## src/rtl/imul_sched_pkg.sv

```systemverilog
// imul_sched shared types and widths.
// Imported by the interface, the arbiter and the controller.
package imul_sched_pkg;

    typedef enum logic [1:0] {
        IDLE,
        RUN,
        RESP
    } state_t;

    localparam int IMUL_W   = 16;
    localparam int PROD_W   = 32;
    localparam int MAX_NREQ = 8;

    function automatic int idw(input int n);
        return (n > 1) ? $clog2(n) : 1;
    endfunction

endpackage

```

## src/rtl/imul_sched_if.sv

```systemverilog
// Request/response bundle between the clients and imul_sched.
// master = client side, slave = the scheduler.
interface imul_sched_if
    import imul_sched_pkg::*;
#(
    parameter int NREQ = 2
) ();

    localparam int IDW = idw(NREQ);

    logic [NREQ-1:0]        req_valid;
    logic [NREQ-1:0]        req_ready;
    logic [IMUL_W*NREQ-1:0] req_a;
    logic [IMUL_W*NREQ-1:0] req_b;
    logic                   rsp_valid;
    logic                   rsp_ready;
    logic [IDW-1:0]         rsp_id;
    logic [PROD_W-1:0]      rsp_data;
    logic                   busy;

    modport master (
        output req_valid, req_a, req_b, rsp_ready,
        input  req_ready, rsp_valid, rsp_id, rsp_data, busy
    );

    modport slave (
        input  req_valid, req_a, req_b, rsp_ready,
        output req_ready, rsp_valid, rsp_id, rsp_data, busy
    );

endinterface

```

## src/rtl/imul.sv

```systemverilog
// Shared 16x16 unsigned combinational array multiplier.
// Output ripples; callers must hold A/B for the settle window.
module IMUL (
    input  logic [15:0] A,
    input  logic [15:0] B,
    output logic [31:0] O
);

    assign O = {16'b0, A} * {16'b0, B};

endmodule

```

## src/rtl/imul_sched_arb.sv

```systemverilog
// Requester arbiter: fixed priority, or round-robin when
// IMUL_SCHED_RR_EN is defined.
module imul_sched_arb
    import imul_sched_pkg::*;
#(
    parameter int NREQ = 2,
    parameter int IDW  = 1
) (
    input  logic            Clock,
    input  logic            Reset_n,
    input  logic [NREQ-1:0] req_valid,
    input  logic            en,
    input  logic            accept,
    output logic [NREQ-1:0] gnt,
    output logic [IDW-1:0]  idx
);

    logic hit;

`ifdef IMUL_SCHED_RR_EN
    logic [IDW-1:0]  ptr;
    logic [IDW-1:0]  start;
    logic [NREQ-1:0] rot;
    logic [IDW:0]    sum;

    // Rotate so the search begins one past the last winner.
    always_comb begin
        start = (ptr == IDW'(NREQ-1)) ? '0 : ptr + 1'b1;
        rot   = NREQ'({req_valid, req_valid} >> start);
        hit   = 1'b0;
        sum   = '0;
        for (int i = 0; i < NREQ; i++) begin
            if (!hit && rot[i]) begin
                hit = 1'b1;
                sum = {1'b0, start} + (IDW+1)'(i);
            end
        end
        if (sum >= (IDW+1)'(NREQ))
            sum = sum - (IDW+1)'(NREQ);
        idx = sum[IDW-1:0];
        gnt = (en && hit) ? (NREQ'(1) << idx) : '0;
    end

    always_ff @(posedge Clock or negedge Reset_n) begin
        if (!Reset_n)
            ptr <= IDW'(NREQ-1);
        else if (accept)
            ptr <= idx;
    end
`else
    logic unused_arb;

    always_comb begin
        hit = 1'b0;
        idx = '0;
        for (int i = 0; i < NREQ; i++) begin
            if (!hit && req_valid[i]) begin
                hit = 1'b1;
                idx = IDW'(i);
            end
        end
        gnt = (en && hit) ? (NREQ'(1) << idx) : '0;
    end

    assign unused_arb = ^{Clock, Reset_n, accept};
`endif

endmodule

```

## src/rtl/imul_sched.sv

```systemverilog
// Arbitrating sequencer for the shared IMUL array.
// Define IMUL_SCHED_RR_EN for round-robin grant order.
module imul_sched
    import imul_sched_pkg::*;
#(
    parameter int NREQ   = 2,
    parameter int SETTLE = 3
) (
    input  logic        Clock,
    input  logic        Reset_n,
    imul_sched_if.slave bus
);

    localparam int IDW = idw(NREQ);
    localparam int CW  = (SETTLE > 1) ? $clog2(SETTLE) : 1;

    if (SETTLE < 1) begin : g_settle_chk
        $error("imul_sched: SETTLE must be >= 1");
    end
    if (NREQ < 2 || NREQ > MAX_NREQ) begin : g_nreq_chk
        $error("imul_sched: NREQ out of range 2..8");
    end

    state_t            state;
    state_t            nstate;
    logic [CW-1:0]     cnt;
    logic [IMUL_W-1:0] op_a;
    logic [IMUL_W-1:0] op_b;
    logic [IMUL_W-1:0] sel_a;
    logic [IMUL_W-1:0] sel_b;
    logic [IDW-1:0]    id;
    logic [IDW-1:0]    gidx;
    logic [IDW-1:0]    rsp_id;
    logic [PROD_W-1:0] prod;
    logic [PROD_W-1:0] rsp_data;
    logic [NREQ-1:0]   gnt;
    logic              en;
    logic              accept;

    // Reset gates the grant so req_ready is low while held in reset.
    assign en     = (state == IDLE) && Reset_n;
    assign accept = |(bus.req_valid & gnt);

    imul_sched_arb #(
        .NREQ (NREQ),
        .IDW  (IDW)
    ) u_arb (
        .Clock     (Clock),
        .Reset_n   (Reset_n),
        .req_valid (bus.req_valid),
        .en        (en),
        .accept    (accept),
        .gnt       (gnt),
        .idx       (gidx)
    );

    always_comb begin
        sel_a = '0;
        sel_b = '0;
        for (int i = 0; i < NREQ; i++) begin
            if (gidx == IDW'(i)) begin
                sel_a = bus.req_a[i*IMUL_W +: IMUL_W];
                sel_b = bus.req_b[i*IMUL_W +: IMUL_W];
            end
        end
    end

    // Array inputs come straight from op_a/op_b registers only.
    IMUL u_imul (
        .A (op_a),
        .B (op_b),
        .O (prod)
    );

    always_comb begin
        nstate = state;
        unique case (state)
            IDLE:    if (accept) nstate = RUN;
            RUN:     if (cnt == '0) nstate = RESP;
            RESP:    if (bus.rsp_ready) nstate = IDLE;
            default: nstate = IDLE;
        endcase
    end

    always_ff @(posedge Clock or negedge Reset_n) begin
        if (!Reset_n) begin
            state    <= IDLE;
            cnt      <= '0;
            op_a     <= '0;
            op_b     <= '0;
            id       <= '0;
            rsp_data <= '0;
            rsp_id   <= '0;
        end else begin
            state <= nstate;
            unique case (state)
                IDLE: begin
                    if (accept) begin
                        op_a <= sel_a;
                        op_b <= sel_b;
                        id   <= gidx;
                        cnt  <= CW'(SETTLE-1);
                    end
                end
                RUN: begin
                    if (cnt == '0) begin
                        rsp_data <= prod;
                        rsp_id   <= id;
                    end else begin
                        cnt <= cnt - 1'b1;
                    end
                end
                default: ;
            endcase
        end
    end

    assign bus.req_ready = gnt;
    assign bus.rsp_valid = (state == RESP);
    assign bus.rsp_id    = rsp_id;
    assign bus.rsp_data  = rsp_data;
    assign bus.busy      = (state != IDLE);

endmodule

```

## src/flat_wrapper.sv

```systemverilog
// flat-port wrapper written by rule: the top's interface ports become plain ports
module imul_sched_flat import imul_sched_pkg::*;
#(
    parameter int NREQ   = 2,
    parameter int SETTLE = 3
)
  (Clock, Reset_n, bus_req_valid, bus_req_a, bus_req_b, bus_rsp_ready, bus_req_ready, bus_rsp_valid, bus_rsp_id, bus_rsp_data, bus_busy);
  imul_sched_if #(.NREQ(NREQ)) bus_i ();
  input  logic Clock;
  input  logic Reset_n;
  input wire logic [$bits(bus_i.req_valid)-1:0] bus_req_valid;
  input wire logic [$bits(bus_i.req_a)-1:0] bus_req_a;
  input wire logic [$bits(bus_i.req_b)-1:0] bus_req_b;
  input wire logic [$bits(bus_i.rsp_ready)-1:0] bus_rsp_ready;
  output wire logic [$bits(bus_i.req_ready)-1:0] bus_req_ready;
  output wire logic [$bits(bus_i.rsp_valid)-1:0] bus_rsp_valid;
  output wire logic [$bits(bus_i.rsp_id)-1:0] bus_rsp_id;
  output wire logic [$bits(bus_i.rsp_data)-1:0] bus_rsp_data;
  output wire logic [$bits(bus_i.busy)-1:0] bus_busy;
  assign bus_i.req_valid = bus_req_valid;
  assign bus_i.req_a = bus_req_a;
  assign bus_i.req_b = bus_req_b;
  assign bus_i.rsp_ready = bus_rsp_ready;
  assign bus_req_ready = bus_i.req_ready;
  assign bus_rsp_valid = bus_i.rsp_valid;
  assign bus_rsp_id = bus_i.rsp_id;
  assign bus_rsp_data = bus_i.rsp_data;
  assign bus_busy = bus_i.busy;
  imul_sched #(.NREQ(NREQ), .SETTLE(SETTLE)) u_core (.Clock(Clock), .Reset_n(Reset_n), .bus(bus_i));
endmodule
```

## config.mk

```make
export PLATFORM = sky130hd
export DESIGN_NAME = imul_sched_flat
export DESIGN_NICKNAME = d
export VERILOG_FILES = /design/src/rtl/imul_sched_pkg.sv /design/src/rtl/imul_sched_if.sv /design/src/rtl/imul.sv /design/src/rtl/imul_sched_arb.sv /design/src/rtl/imul_sched.sv /design/src/flat_wrapper.sv
export SDC_FILE = /design/constraint.sdc
export NUM_CORES = 1
export LEC_CHECK = 0
export CAP_MARGIN = 20
export CORE_MARGIN = 4
export CORE_UTILIZATION = 55
export DETAILED_ROUTE_END_ITERATION = 7
export MAX_ROUTING_LAYER = met4
export PLACE_DENSITY = 0.77
export SLEW_MARGIN = 20
export SYNTH_ARGS = -nofsm -noshare
export SYNTH_HDL_FRONTEND = slang
export SYNTH_HIERARCHICAL = 1
export SYNTH_SLANG_ARGS = --single-unit
```

## constraint.sdc

```tcl
create_clock -name Clock -period 15.9 [get_ports Clock]
set_clock_uncertainty 0.05 [all_clocks]
set_input_delay 3.975 -clock Clock [delete_from_list [all_inputs] [get_ports Clock]]
set_output_delay 3.975 -clock Clock [all_outputs]
set_load 0.01 [all_outputs]
```

==> metrics.txt <==
H-tree depth=3; Crit Path Category=in -> out; wire length per cell=17.4 um; Tcrit/Tclk final=0.584; IO buf count=105; Yosys reg bits=70; vias post-DR=around 9100; TritonCTS clock tree=done; Critical Path Start Type=primary input; setup_tns=0 ns; sequential-to-total area share from yosys stat=0.148; Max Freq=between 100 and 150 MHz; CP Data Arrival Time=about 5.3 ns; syn_area_per_cell=9.34 sq um; vias in the first global route=roughly 9500; first-pass GRT wire length=about 46000 um; Filler Cells Inserted=between 1500 and 2000; core area=0.0212 sq mm; area of the mapped netlist=roughly 0.012 sq mm; Die X-Extent=155 um; Placer Congestion=between 0.9 and 1; Hold Fails Final Rpt=0; Routed WL=roughly 28000 um; clk_lat worst skew=0.34 ns; Initial DRC Count=just under 600; DP HPWL=21400 um; MaxCap Viol Count=0; Worst Tran Pin Value=a little over 0.9 ns; Ports=106; antenna violations before repair=0; clock sinks=70; Synth Flop Type=dfrtp_1; Critical Path Fanout Max=4; max_slew headroom=0.379; Final nets=around 1700; cts hold-fix bufs=0; Routed met1 length=between 10000 and 15000 um; grt ovf=0; async set-reset flop share out of synthesis=1.00; critical path endpoint category=primary output; status=complete, no violations; hold crit path type=reg -> reg; Die Span Y=~150 um; Core Rows=53; DRT antenna net count=0; yosys warns=6; fraction of layout cells with a size suffix above 1=0.0241; DR WL met3=1390 um; post-CTS sizing=0; pin count of the biggest net entering global routing=between 60 and 70; Yosys cell types=60; Initial Util=0.561; WL met2=~15000 um; Final Slew Violations=0; final setup fails=0; Post-synth EDFFs=0; Top Metal Used=met4; die area=0.0240 sq mm; Crit path required time=11.88 ns; Pre-antenna DRT Iters=5; unrepaired setup endpoints after global routing=no; Post-CTS Setup Inserts=0; diodes inserted=0; total CTS buffers=9; clock root buffer=clkbuf_16; clock buffer depth=2; Syn Inst Count=1271; total global-route track usage=0.248; vias per std cell=~5.7; syn_nets=about 1600; Reg clk slew, reported paths=around 0.060 ns; Tmin final=9.28 ns; Residual DRC=0; area delta synth->final=11.9%
-- worst max-delay path, cell delays in order --
cell,delay [ns]
clkdlybuf4s50_1,0.47
and3b_2,0.28
clkdlybuf4s50_1,0.53
-- cell usage in the layout (no fill, tap or decap), types with 4 or more instances in the layout --
cell type        Yosys  layout
nand3_1              6       6
and4_1               5       5
o21a_1               5       5
nor3_1               5       5
a21o_1              14      14
nor2_1              23      23
nand2_1            154     154
nor2b_1              4       4
fa_1               194     194
ha_1               105     105
inv_1              233     233
clkbuf_16            0       9
a211oi_1             4       4
a21oi_1             59      59
mux2i_1             33      33
o21bai_1             5       5
and2_1             125     125
clkdlybuf4s50_1      0     104
xor2_1              11      11
a31oi_1             36      36
o21ai_0             18      18
xnor2_1             12      12
dfrtp_1             70      70
mux2_1              34      34
nand4_1              4       4
-- logic make-up after synthesis --
kind of cell | count (synthesis) | share of synthesized area
AOI/OAI and AO/OA | 171 | 0.0914
xor gates and xnor gates | 23 | 0.0170
adders and majority gates | 299 | 0.438
buffers and inverters | 297 | 0.0980
DFF | 70 | 0.148
muxes | 69 | 0.0620
and+or+nand+nor | 342 | 0.146
-- flip-flops by register name (all words and copies together) (netlist names) --
register,cells
u_core/id,1
u_core/op_a,16
u_core/state,2
u_core/bus.rsp_id,1
u_core/bus.rsp_data,32
u_core/cnt,2
u_core/op_b,16
-- cell usage after synthesis, drive strengths merged (3+ instances only) --
cell / number / area, sq um
o21a: 5 / 37.5
nor3: 5 / 25.0
nand3: 6 / 30.0
a31oi: 36 / 225
a21o: 14 / 105
nand2: 154 / 578
ha: 105 / 1310
o31ai: 3 / 27.5
xnor2: 12 / 105
o21bai: 5 / 37.5
and4: 5 / 43.8
clkbuf: 44 / 165
mux2i: 33 / 330
nor2b: 4 / 25.0
a22o: 3 / 26.3
inv: 233 / 875
nor2: 24 / 97.6
buf: 20 / 124
and2: 126 / 790
mux2: 36 / 405
a21oi: 60 / 304
a211oi: 4 / 30.0
xor2: 11 / 96.3
o211ai: 3 / 22.5
nand4: 4 / 25.0
dfrtp: 70 / 1750
o21ai: 21 / 105
nand2b: 3 / 18.8
fa: 194 / 3880
-- area by class of cell --
cell class	count	area, sq um	area share
Clock buffer	11	253	0.0190
Clock inverter	5	33.8	0.00254
Inverter	233	875	0.0658
Multi-Input combinational cell	904	8960	0.675
Sequential cell	70	1750	0.132
Tap cell	275	344	0.0259
Timing Repair Buffer	107	1060	0.0801
-- per-layer routing --
layer | vias up | track usage
met5 | - | -
met4 | 0 | 0.0892
met3 | 67 | 0.0370
met2 | 292 | 0.419
met1 | 4622 | 0.305
li1 | 4117 | -
-- worst paths after layout --
check                                        startpoint                 endpoint  slack, ns  depth (start not counted)
worst min register to register  u_core/bus.rsp_data[16]  u_core/bus.rsp_data[16]       0.44                          1
min in group asynchronous                       Reset_n   u_core/bus.rsp_data[8]       3.49                          1
worst min-delay path            u_core/bus.rsp_data[16]  u_core/bus.rsp_data[16]       0.44                          1
max in group asynchronous                       Reset_n           u_core/op_b[0]      11.31                          2
worst max register to register          u_core/op_a[10]  u_core/bus.rsp_data[30]       9.45                         18
worst max-delay path                   bus_req_valid[0]         bus_req_ready[1]       6.62                          3
-- metrics by stage --
step            util  hold WS (ns)  setup slack [ns]  instance area [sq um]  cells
3_5_place_dp   0.614         0.427              6.60                  13000   1589
4_1_cts        0.628         0.445              6.60                  13300   1605
5_1_grt        0.628         0.463              6.51                  13300   1605
6_report       0.628         0.438              6.62                  13300   1605
3_3_place_gp   0.614         0.416              6.63                  13000   1589
2_1_floorplan      -         0.404              7.57                  11900   1271
Power is not shown: default switching activity piles up to over one toggle a cycle in this logic, so the estimate is an artifact.
